==> src/rtl/sw_conditioner.sv <==
// Slide-switch conditioner: two-flop synchroniser and per-bit debounce for all
// ten switch lines, plus SW[8] edge strobes and an operand snapshot taken on the rise.
module sw_conditioner #(
  parameter int n              = 8,
  parameter int DebounceCycles = 65536
) (
  input  logic         clk,
  input  logic         Reset,
  input  logic [9:0]   SWraw,
  output logic [9:0]   SW,
  output logic         SW8Rise,
  output logic         SW8Fall,
  output logic [n-1:0] Data
);

  localparam int            CW   = (DebounceCycles > 1) ? $clog2(DebounceCycles) : 1;
  localparam logic [CW-1:0] TERM = CW'(DebounceCycles - 1);

  logic [9:0]    sync1;
  logic [9:0]    sync2;
  logic [CW-1:0] cnt [10];
  logic          prev8;

  always_ff @(posedge clk or posedge Reset) begin
    if (Reset) begin
      sync1 <= '0;
      sync2 <= '0;
    end else begin
      sync1 <= SWraw;
      sync2 <= sync1;
    end
  end

  // Terminal compare comes before the increment, so a counter never wraps;
  // any return to the accepted level restarts the count from zero.
  always_ff @(posedge clk or posedge Reset) begin
    if (Reset) begin
      SW <= '0;
      for (int i = 0; i < 10; i++) cnt[i] <= '0;
    end else begin
      for (int i = 0; i < 10; i++) begin
        if (sync2[i] == SW[i]) begin
          cnt[i] <= '0;
        end else if (cnt[i] == TERM) begin
          SW[i]  <= sync2[i];
          cnt[i] <= '0;
        end else begin
          cnt[i] <= cnt[i] + CW'(1);
        end
      end
    end
  end

  // prev8 resets to 0 alongside SW, so leaving reset never looks like an edge.
  always_ff @(posedge clk or posedge Reset) begin
    if (Reset) begin
      prev8   <= 1'b0;
      SW8Rise <= 1'b0;
      SW8Fall <= 1'b0;
      Data    <= '0;
    end else begin
      prev8   <= SW[8];
      SW8Rise <= SW[8] & ~prev8;
      SW8Fall <= ~SW[8] & prev8;
      if (SW[8] & ~prev8) Data <= SW[n-1:0];
    end
  end

endmodule

==> config.mk <==
export PLATFORM = sky130hd
export DESIGN_NAME = sw_conditioner
export DESIGN_NICKNAME = d
export VERILOG_FILES = /design/src/rtl/sw_conditioner.sv
export SDC_FILE = /design/constraint.sdc
export NUM_CORES = 1
export LEC_CHECK = 0
export CORE_ASPECT_RATIO = 1.1
export CORE_MARGIN = 5
export CORE_UTILIZATION = 55
export DETAILED_ROUTE_END_ITERATION = 6
export GPL_TIMING_DRIVEN = 1
export MAX_ROUTING_LAYER = met4
export PLACE_DENSITY = 0.73
export SLEW_MARGIN = 20
export SYNTH_ARGS = -nofsm -noshare
export SYNTH_HDL_FRONTEND = slang
export SYNTH_SLANG_ARGS = --single-unit
==> constraint.sdc <==
create_clock -name clk -period 8.6 [get_ports clk]
set_input_delay 1.29 -clock clk [delete_from_list [all_inputs] [get_ports clk]]
set_output_delay 1.29 -clock clk [all_outputs]
set_load 0.05 [all_outputs]
==> run_summary.xml <==
<?xml version="1.0" encoding="UTF-8"?>
<metrics>
  <group name="critical_path">
    <metric name="crit_path_end_kind" unit="">primary output</metric>
    <metric name="worst-path-max-fanout" unit="">6</metric>
    <metric name="crit_path_start_kind" unit="">flip-flop</metric>
    <metric name="worstSetupPathType" unit="">flip-flop to primary output</metric>
    <metric name="cp.arrival" unit="ns">1.75</metric>
    <metric name="worst_path_max_delay_cell" unit="">clkdlybuf4s50_1</metric>
    <metric name="cp_data_required_time" unit="ns">7.31</metric>
    <metric name="path_buf_inv" unit="">1</metric>
    <metric name="worst_path_largest_cell_delay" unit="ns">0.84</metric>
    <metric name="path_delay_family" unit="">buffers and inverters</metric>
    <metric name="critical_path.cell_chain" unit="">clkdlybuf4s50_1</metric>
  </group>
  <group name="clock_tree">
    <metric name="clock_tree.root_cell" unit="">clkbuf_16</metric>
    <metric name="cts_hold_buf" unit="">0</metric>
    <metric name="clock_sinks" unit="">201</metric>
    <metric name="post_cts_resized" unit="">0</metric>
    <metric name="htree_levels" unit="">1</metric>
    <metric name="clkSlewWorstSetupHoldPaths" unit="ns">0.06</metric>
    <metric name="clkLatencyLatePin" unit="ns">0.49</metric>
    <metric name="tritoncts.num_buffers" unit="">22</metric>
    <metric name="cts_setup_buffers" unit="">0</metric>
    <metric name="cts_tree" unit="">built</metric>
    <metric name="cts_max_path_bufs" unit="">3</metric>
  </group>
  <group name="yosys">
    <metric name="postSynth.topFlopCell" unit="">dfrtp_1</metric>
    <metric name="synth-edff-count" unit="">0</metric>
    <metric name="synth_nets" unit="">879</metric>
    <metric name="synthesis.instances" unit="">857</metric>
    <metric name="synth.yosys.warnings" unit="">0</metric>
    <metric name="cell_area_after_technology_mapping" unit="sq um">9000</metric>
    <metric name="post_synth_num_cell_types" unit="">34</metric>
    <metric name="syn_area_per_cell" unit="sq um">10.5</metric>
    <metric name="synth_async_sr_flop_share" unit="%">100</metric>
    <metric name="synth_seq_cells" unit="">201</metric>
    <metric name="yosysSeqAreaShare" unit="%">55.9</metric>
  </group>
  <group name="floorplan">
    <metric name="die_h" unit="microns">144</metric>
    <metric name="floorplan.initialDensity" unit="%">55.4</metric>
    <metric name="placement_rows" unit="">49</metric>
    <metric name="fp.dieArea" unit="sq um">19000</metric>
    <metric name="ios" unit="">32</metric>
    <metric name="core-area" unit="sq um">16200</metric>
    <metric name="dieWidth" unit="microns">132</metric>
  </group>
  <group name="route">
    <metric name="detail_route.wl_per_cell" unit="microns">14.0</metric>
    <metric name="drc" unit="">0</metric>
    <metric name="initialDrtViolationCount" unit="">328</metric>
    <metric name="routed-via-count" unit="">6083</metric>
    <metric name="totalWireLength" unit="microns">15500</metric>
    <metric name="drt-pass1-iter-count" unit="">4</metric>
    <metric name="antenna_violating_nets_post_route" unit="">0</metric>
    <metric name="avgViaCountPerCell" unit="">5.47</metric>
  </group>
  <group name="place">
    <metric name="half_perimeter_wire_length_after_detailed_placement" unit="microns">10100</metric>
    <metric name="port-buffer-count" unit="">31</metric>
    <metric name="final_wtd_congestion" unit="">0.802</metric>
  </group>
  <group name="pwr">
    <metric name="pwr_density_cell" unit="nW/um^2">193</metric>
    <metric name="p_leak" unit="uW">0.00432</metric>
    <metric name="vdd_ir_drop_max" unit="uV">154</metric>
  </group>
  <group name="timing">
    <metric name="final-setup-viol-count" unit="">0</metric>
    <metric name="worst-slew-pin-transition" unit="ns">0.817</metric>
    <metric name="timing.max_slew.rel_slack" unit="%">45.5</metric>
    <metric name="fin_worst_skew" unit="ns">0.00638</metric>
    <metric name="final-hold-violation-count" unit="">0</metric>
    <metric name="final_max_slew_viol_count" unit="">0</metric>
    <metric name="fin_crit_sh" unit="%">35.3</metric>
    <metric name="max_freq" unit="MHz">329</metric>
    <metric name="finalSetupTns" unit="ns">0</metric>
    <metric name="finalCriticalPeriod" unit="ns">3.04</metric>
    <metric name="grt_setup_unrepaired" unit="">no</metric>
  </group>
  <group name="hold_path">
    <metric name="hold_path_class" unit="">flip-flop to flip-flop</metric>
  </group>
  <group name="global_routing">
    <metric name="grt_first_pass_wirelength" unit="microns">26900</metric>
    <metric name="globalRouteOverflowTotal" unit="">0</metric>
    <metric name="antenna_found_initial" unit="">0</metric>
    <metric name="grt_pass1_vias" unit="">5813</metric>
    <metric name="grt_max_degree" unit="">121</metric>
    <metric name="grt_usage" unit="%">16.9</metric>
  </group>
  <group name="final_layout">
    <metric name="drive_gt1_share" unit="%">7.38</metric>
    <metric name="utilization" unit="%">62.9</metric>
    <metric name="fin_nets" unit="">916</metric>
    <metric name="n_antenna_cell" unit="">0</metric>
    <metric name="final.fill_count" unit="">1310</metric>
    <metric name="area_delta_synth_final" unit="%">13.5</metric>
  </group>
  <group name="outcome">
    <metric name="status" unit="">finished, final reports clean</metric>
  </group>
  <group name="job">
    <metric name="timing.max_cap.violations" unit="">0</metric>
  </group>
</metrics>
report_power, final:
part	switching [uW]	internal, uW
registers	14.1	962
logic	42.2	19.8
clock network	352	577
cell usage in the layout, fill, tap and decap left out:
cell,n
nor3_1,23
and4_2,1
and3_1,22
dfrtp_1,201
nor2b_1,2
a31o_2,8
clkdlybuf4s50_1,31
and2_1,3
mux2_2,18
or2_2,1
o21ai_0,11
xor2_1,51
or4_1,2
clkbuf_16,23
or2_1,1
clkinv_2,1
ha_1,10
nor4_1,24
o31ai_4,1
nand4_1,40
buf_6,1
bufinv_16,1
nand2_1,33
and3_2,1
a21oi_1,13
nand4_2,2
clkbuf_8,7
nand2b_1,1
and4_1,11
nor2_1,162
o31ai_1,2
or3_2,1
inv_8,1
nand3_1,69
inv_1,23
or3_1,14
clkbuf_1,6
xnor2_1,86
logic make-up after synthesis:
group	synth area share, %
XOR/XNOR	13.3
adder cells (fa/ha/maj)	1.39
AO/OA/AOI/OAI	2.52
AND/OR/NAND/NOR	22.5
flip-flops	55.9
multiplexers	2.25
buffers and inverters	2.11
per-stage QoR:
step                      instance area (sq um)  setup WS, ns  total power, uW  std cells  hold WS, ns
after floorplan                            9000          1.83             1040        857        0.331
after global placement                     9480          5.11             1050       1074        0.333
after detailed placement                   9480          5.11             1060       1074        0.336
after CTS                                 10200          5.53             1990       1112        0.349
after global routing                      10200          5.50             2050       1112        0.366
final                                     10200          5.56             1970       1112        0.346
final timing paths:
kind	start	end	slack, ns	cells past startpoint
worst max register to register	cnt[0]	cnt[7]	6.72	5
worst max-delay path	SW[8]	SW[8]	5.56	1
max in group asynchronous	Reset	cnt[120]	6.09	3
worst min register to register	sync1[3]	sync2[3]	0.35	0
worst min-delay path	sync1[3]	sync2[3]	0.35	0
min in group asynchronous	Reset	sync2[5]	1.32	2
synthesized netlist by cell type, types with 2 or more instances:
cell | count | area (sq um)
nand2_1 | 33 | 124
nand3_1 | 69 | 345
mux2_2 | 18 | 203
nand4_1 | 40 | 250
a31o_2 | 8 | 70.1
buf_2 | 11 | 55.1
and4_1 | 11 | 96.3
buf_4 | 2 | 15.0
dfrtp_1 | 201 | 5030
nand4_2 | 2 | 25.0
nor3_1 | 23 | 115
and2_1 | 3 | 18.8
or3_1 | 14 | 87.6
and3_1 | 22 | 138
ha_1 | 10 | 125
xnor2_1 | 86 | 753
o21ai_0 | 11 | 55.1
a21oi_1 | 13 | 65.1
clkbuf_1 | 5 | 18.8
inv_1 | 24 | 90.1
nor2b_1 | 2 | 12.5
o31ai_1 | 2 | 15.0
xor2_1 | 51 | 447
nor2_1 | 162 | 608
nor4_1 | 24 | 150
or4_1 | 2 | 15.0
layer usage:
layer	vias up	part of all wire (%)	track usage, %
met4	0	2.1	4.55
li1	3020	-	-
met3	19	2.9	2.96
met2	76	48	27.6
met5	-	0	-
met1	2968	47	22.1
state kept, by name, indices dropped and copies added (netlist names):
| register | flops |
|---|---|
| cnt | 160 |
| SW | 10 |
| sync1 | 10 |
| sync2 | 10 |
| Data | 8 |
| SW8Fall | 1 |
| SW8Rise | 1 |
| prev8 | 1 |
cell type report:
cell class | count | area, sq um | area share, %
Clock buffer | 36 | 694 | 6.80
Inverter | 24 | 97.6 | 0.955
Multi-Input combinational cell | 613 | 3780 | 37.0
Clock inverter | 2 | 35.0 | 0.343
Tap cell | 204 | 255 | 2.50
Timing Repair Buffer | 32 | 322 | 3.15
Sequential cell | 201 | 5030 | 49.2
Note: power is estimated with default switching activity, not from simulation.
==> RTL edit 1 (same settings) <==
The parameter `DebounceCycles` goes from 65536 to 32768.
--- a/src/rtl/sw_conditioner.sv
+++ b/src/rtl/sw_conditioner.sv
@@ -2,7 +2,7 @@
 // ten switch lines, plus SW[8] edge strobes and an operand snapshot taken on the rise.
 module sw_conditioner #(
   parameter int n              = 8,
-  parameter int DebounceCycles = 65536
+  parameter int DebounceCycles = 32768
 ) (
   input  logic         clk,
   input  logic         Reset,
Behaviour: same outputs for any inputs over 10 cycles, from zero or initial values and one cycle with Reset high; that may be too few to reach the edited logic, so the function may still have changed.
==> RTL edit 1 against the unedited design <==
Final area shrank 6.5%; largest power group unchanged; routed wire length shrank 4.7%; power shrank 10%; clock skew grew 0.0046 ns; highest routed layer unchanged; sequential share of layout area grew 0.81 points; sequential cell count shrank 10; area after synthesis shrank 6.0%; worst setup slack gained 0.053 ns; die area shrank 5.6%; global-route usage grew 1.6 points.
==> RTL edit 1: results (changes against the unedited design) <==
number_of_drc_markers_in_iteration_0: 290  # -12%
number_of_global_route_vias_before_repair: 5954  # +2.4%
insertion_delay_ns: 0.44  # -0.05 ns
pin_count_of_the_biggest_net_entering_global_routing: 126  # +4.1%
groute.layer.met3.usage_pct: 4.65  # +1.7 points
run_status: "finished clean"
ys_types: 28  # -18%
yosys-top-cells-area: "sky130_fd_sc_hd__dfrtp_1, sky130_fd_sc_hd__nor2_1, sky130_fd_sc_hd__xnor2_1"
reg2reg_to: "cnt[71]"
finalWeightedCongestion: 0.866  # +8.0%
endpoint_arrival_time_on_the_critical_path_ns: 1.70  # -0.05 ns
min_from: "sync1[7]"
xor_xnor_share_of_the_synthesized_area_pct: 11.8  # -1.5 points
r2r_slack_ns: 6.75  # +0.03 ns
grtUsageTotal_pct: 18.5  # +1.6 points
ys_top_cells_by_count: "sky130_fd_sc_hd__dfrtp_1, sky130_fd_sc_hd__nor2_1, sky130_fd_sc_hd__xnor2_1"
cts_inserted_buffers: 17  # -23%
synth-adder-area-share_pct: 1.48  # +0.089 points
fin_nets: 851  # -7.1%
p_leak_uw: 0.00416  # -3.6%
grt_pass1_wl_mm: 26.6  # -1.1%
regToRegStartpoint: "cnt[60]"
largest_reg_flops: 150  # -6.3%
grt.met1_usage_pct: 23.2  # +1.1 points
min_delay_worst_endpoint: "sync2[7]"
maximum_count_of_clock_buffers_along_a_single_path: 2  # -1
place_ws_ns: 5.08  # -0.0255 ns
drive_gt1_share_pct: 7.98  # +0.60 points
grt_util_met2_pct: 29.1  # +1.4 points
clock-skew-final_ns: 0.0110  # +0.00458 ns
cts_htree_levels: 4  # +3
peakVddDrop_mv: 0.146  # -5.2%
[RTL edit 1: cell types whose count changed after synthesis, sizes merged, moves of 7 or more]
cell / unedited run / this run
a31o: 8 / 1
and4bb: 0 / 7
nand3: 69 / 53
a21oi: 13 / 26
xnor2: 86 / 66
mux2: 18 / 25
nor3: 23 / 14
nand2: 33 / 24
a41o: 0 / 8
dfrtp: 201 / 191
nor4: 24 / 7
[RTL edit 1: worst reg2reg max path, delay by kind of cell (launching register included)]
kind | cells | cell delay (ns)
AOI/OAI and AO/OA | 1 | 0.46
adders and majority gates | 1 | 0.25
DFF | 1 | 0.39
and+or+nand+nor | 3 | 0.62
[RTL edit 1: per-stage QoR]
step | std cells | instance area (sq um) | hold WS, ns
finish | 1036 | 9550 | 0.355
global route | 1036 | 9550 | 0.362
CTS | 1036 | 9550 | 0.359
detailed placement | 1006 | 8970 | 0.335
global placement | 1006 | 8970 | 0.335
floorplan | 791 | 8460 | 0.331
[RTL edit 1: worst max-delay path by stage]
stage | start | endpoint | slack, ns | cells after the start
after floorplan | Reset | Data[0] | 2.11 | 1
after global placement | Reset | cnt[12] | 5.14 | 3
after detailed placement | Reset | cnt[12] | 5.08 | 3
after CTS | Reset | cnt[7] | 5.55 | 3
after global routing | Reset | cnt[10] | 5.46 | 3
final | SW[8] | SW[8] | 5.61 | 1
[RTL edit 1: cell type report]
cell class	instances	area [sq um]	area share, %
clock buffers	21	470	4.93
clock inverters	9	109	1.14
inverters	25	101	1.06
multi-input cells	562	3530	36.9
flip-flops and latches	191	4780	50.0
well taps	196	245	2.57
repair buffers	32	318	3.33
[RTL edit 1: per-layer routing]
layer  up-vias  share of wire (%)
met3        25                3.0
met2        81                 49
met4         0                1.7
met5         -                  0
li1       2791                  -
met1      2808                 46
[RTL edit 1: cells by family (layout without fill, tap and decap cells)]
logic type	Yosys count	after routing
and+or+nand+nor	359	359
DFF	191	191
muxes	25	25
adders and majority gates	10	10
xor gates and xnor gates	114	114
buffers and inverters	38	87
AOI/OAI and AO/OA	54	54
[RTL edit 1: where the power goes]
| part | switching [uW] | leakage, uW | total, uW | internal, uW |
|---|---|---|---|---|
| logic | 40.5 | 0.00128 | 60.1 | 19.6 |
| clock network | 329 | 0.000286 | 777 | 449 |
| registers | 14.0 | 0.00260 | 928 | 914 |
| total | 383 | 0.00416 | 1770 | 1380 |
==> RTL edit 2 (same flow settings) <==
Without the edit above. Register the input `SWraw` before use. The logic sees it one clock later.
--- a/src/rtl/sw_conditioner.sv
+++ b/src/rtl/sw_conditioner.sv
@@ -16,6 +16,12 @@
   localparam int            CW   = (DebounceCycles > 1) ? $clog2(DebounceCycles) : 1;
   localparam logic [CW-1:0] TERM = CW'(DebounceCycles - 1);
 
+  logic [9:0] SWraw_q;
+
+  always_ff @(posedge clk) begin
+    SWraw_q <= SWraw;
+  end
+
   logic [9:0]    sync1;
   logic [9:0]    sync2;
   logic [CW-1:0] cnt [10];
@@ -26,7 +32,7 @@
       sync1 <= '0;
       sync2 <= '0;
     end else begin
-      sync1 <= SWraw;
+      sync1 <= SWraw_q;
       sync2 <= sync1;
     end
   end
Behaviour: same outputs for any inputs over 10 cycles, from zero or initial values and one cycle with Reset high; that may be too few to reach the edited logic, so the function may still have changed.
==> RTL edit 2 against the unedited design <==
Routed wire length rose by 1.6%; synthesized cell count rose by 1.2%; worst setup slack got worse by 0.020 ns; area after synthesis rose by 2.2%; final area rose by 1.7%; power rose by 1.1%; sequential cell count rose by 10; combinational power fell by 2%; critical path type unchanged; critical endpoint unchanged; highest routed layer unchanged.
==> RTL edit 2: results (changes against the unedited design) <==
run_status: "finished clean"
dpl_cell_area_sq_um: 9680  # +2.1%
grt_pass1_wl_mm: 28.0  # +3.8%
insertion_delay_ns: 0.49  # about the same
number_of_antenna_violations_at_the_first_check_in_global_routing: 0  # unchanged
clock-skew-final_ns: 0.00905  # +0.00267 ns
finalWeightedCongestion: 0.795  # -0.90%
p_leak_uw: 0.00439  # +1.7%
timing.critical_path.max_delay_family: "buffers and inverters"
drive_gt1_share_pct: 7.28  # -0.096 points
clk_pin_slew_ns: 0.06  # about the same
cts_inserted_buffers: 22  # unchanged
grtUsageTotal_pct: 17.2  # +0.29 points
crit_path_max_fanout: 6  # unchanged
ys.warnings.count: 0  # unchanged
route.final.wire_length_mm: 15.8  # +1.6%
largest-register: "cnt"
postSynthNetCount: 889  # +1.1%
synth.yosys.seq_area_share_pct: 56.8  # +0.96 points
maximum_count_of_clock_buffers_along_a_single_path: 3  # unchanged
cts-resized-gates: 0  # unchanged
number_of_global_route_vias_before_repair: 6049  # +4.1%
detailedPlacementHpwl_mm: 10.1  # +0.37%
min_path_type: "flop to flop"
placement.io_buffers: 31  # unchanged
cpPeakStageDelay_ns: 0.84  # about the same
ys_top_cells_by_count: "sky130_fd_sc_hd__dfrtp_1, sky130_fd_sc_hd__nor2_1, sky130_fd_sc_hd__xnor2_1"
fillCellCount: 1344  # +2.6%
yosys-top-cells-area: "sky130_fd_sc_hd__dfrtp_1, sky130_fd_sc_hd__xnor2_1, sky130_fd_sc_hd__nor2_1"
num_vias: 6084  # +0.016%
largest_reg_flops: 160  # unchanged
ys_types: 35  # +2.9%
fin_nets: 926  # +1.1%
tightest_slew_ns: 0.944  # +0.127 ns
critPathSlowestCell: "sky130_fd_sc_hd__clkdlybuf4s50_1"
drt_first_pass_iters: 6  # +2
final.setup.tns_ns: 0  # unchanged
endpoint_arrival_time_on_the_critical_path_ns: 1.77  # +0.02 ns
number_of_drc_markers_in_iteration_0: 321  # -2.1%
synth_ff_type: "sky130_fd_sc_hd__dfrtp_1"
pin_count_of_the_biggest_net_entering_global_routing: 125  # +3.3%
cts_htree_levels: 1  # unchanged
synth_async_sr_flop_share_pct: 95.3  # -4.7 points
n_antenna_cell: 0  # unchanged
cts.repair_timing.setup_buffer_count: 0  # unchanged
cts_root_buffer: "sky130_fd_sc_hd__clkbuf_16"
peakVddDrop_mv: 0.147  # -4.3%
-- RTL edit 2: area by class of cell --
class,count,area (sq um),share of cell area (%)
clock buffers,37,688,6.62
well taps,204,255,2.46
multi-input cells,613,3780,36.4
flip-flops and latches,211,5230,50.3
inverters,24,97.6,0.940
repair buffers,32,318,3.06
clock inverters,3,15.0,0.145
-- RTL edit 2: cells by family after synthesis --
family | share of synthesized area (%)
mux | 2.20
simple gates | 22.0
compound gates | 2.46
xor+xnor | 13.0
fa+ha+maj | 1.36
buf+inv | 2.07
flops | 56.8
-- RTL edit 2: path summary, 6_finish.rpt --
path | slack, ns | endpoint | depth (start not counted) | startpoint
worst max register to register | 6.72 | cnt[4] | 5 | cnt[0]
min in group asynchronous | 1.38 | cnt[95] | 2 | Reset
worst max-delay path | 5.54 | SW[8] | 1 | SW[8]
max in group asynchronous | 5.71 | cnt[129] | 3 | Reset
worst min register to register | 0.33 | sync1[5] | 0 | SWraw_q[5]
worst min-delay path | 0.33 | sync1[5] | 0 | SWraw_q[5]
-- RTL edit 2: metal layers --
metal,global-route usage (%),part of all wire [%],vias to the layer above
li1,-,-,3048
met1,22.8,47,2942
met2,28.2,48,73
met3,2.90,3.7,21
met4,3.86,1.5,0
met5,-,0,-
-- RTL edit 2: power breakdown --
group,internal [uW],leakage (uW),switching [uW]
logic,19.5,0.00122,41.6
registers,1010,0.00282,14.4
clock network,542,0.000348,361
total,1570,0.00439,417
-- RTL edit 2: per-stage QoR --
stage | std cells | hold WS, ns | util (%) | total power (uW) | setup slack [ns]
5_1_grt | 1124 | 0.335 | 63.2 | 2070 | 5.35
4_1_cts | 1124 | 0.330 | 63.2 | 2020 | 5.51
3_5_place_dp | 1084 | 0.322 | 58.9 | 1110 | 5.13
3_3_place_gp | 1084 | 0.317 | 58.9 | 1100 | 5.11
6_report | 1124 | 0.328 | 63.2 | 1990 | 5.54
2_1_floorplan | 867 | 0.316 | - | 1090 | 1.83
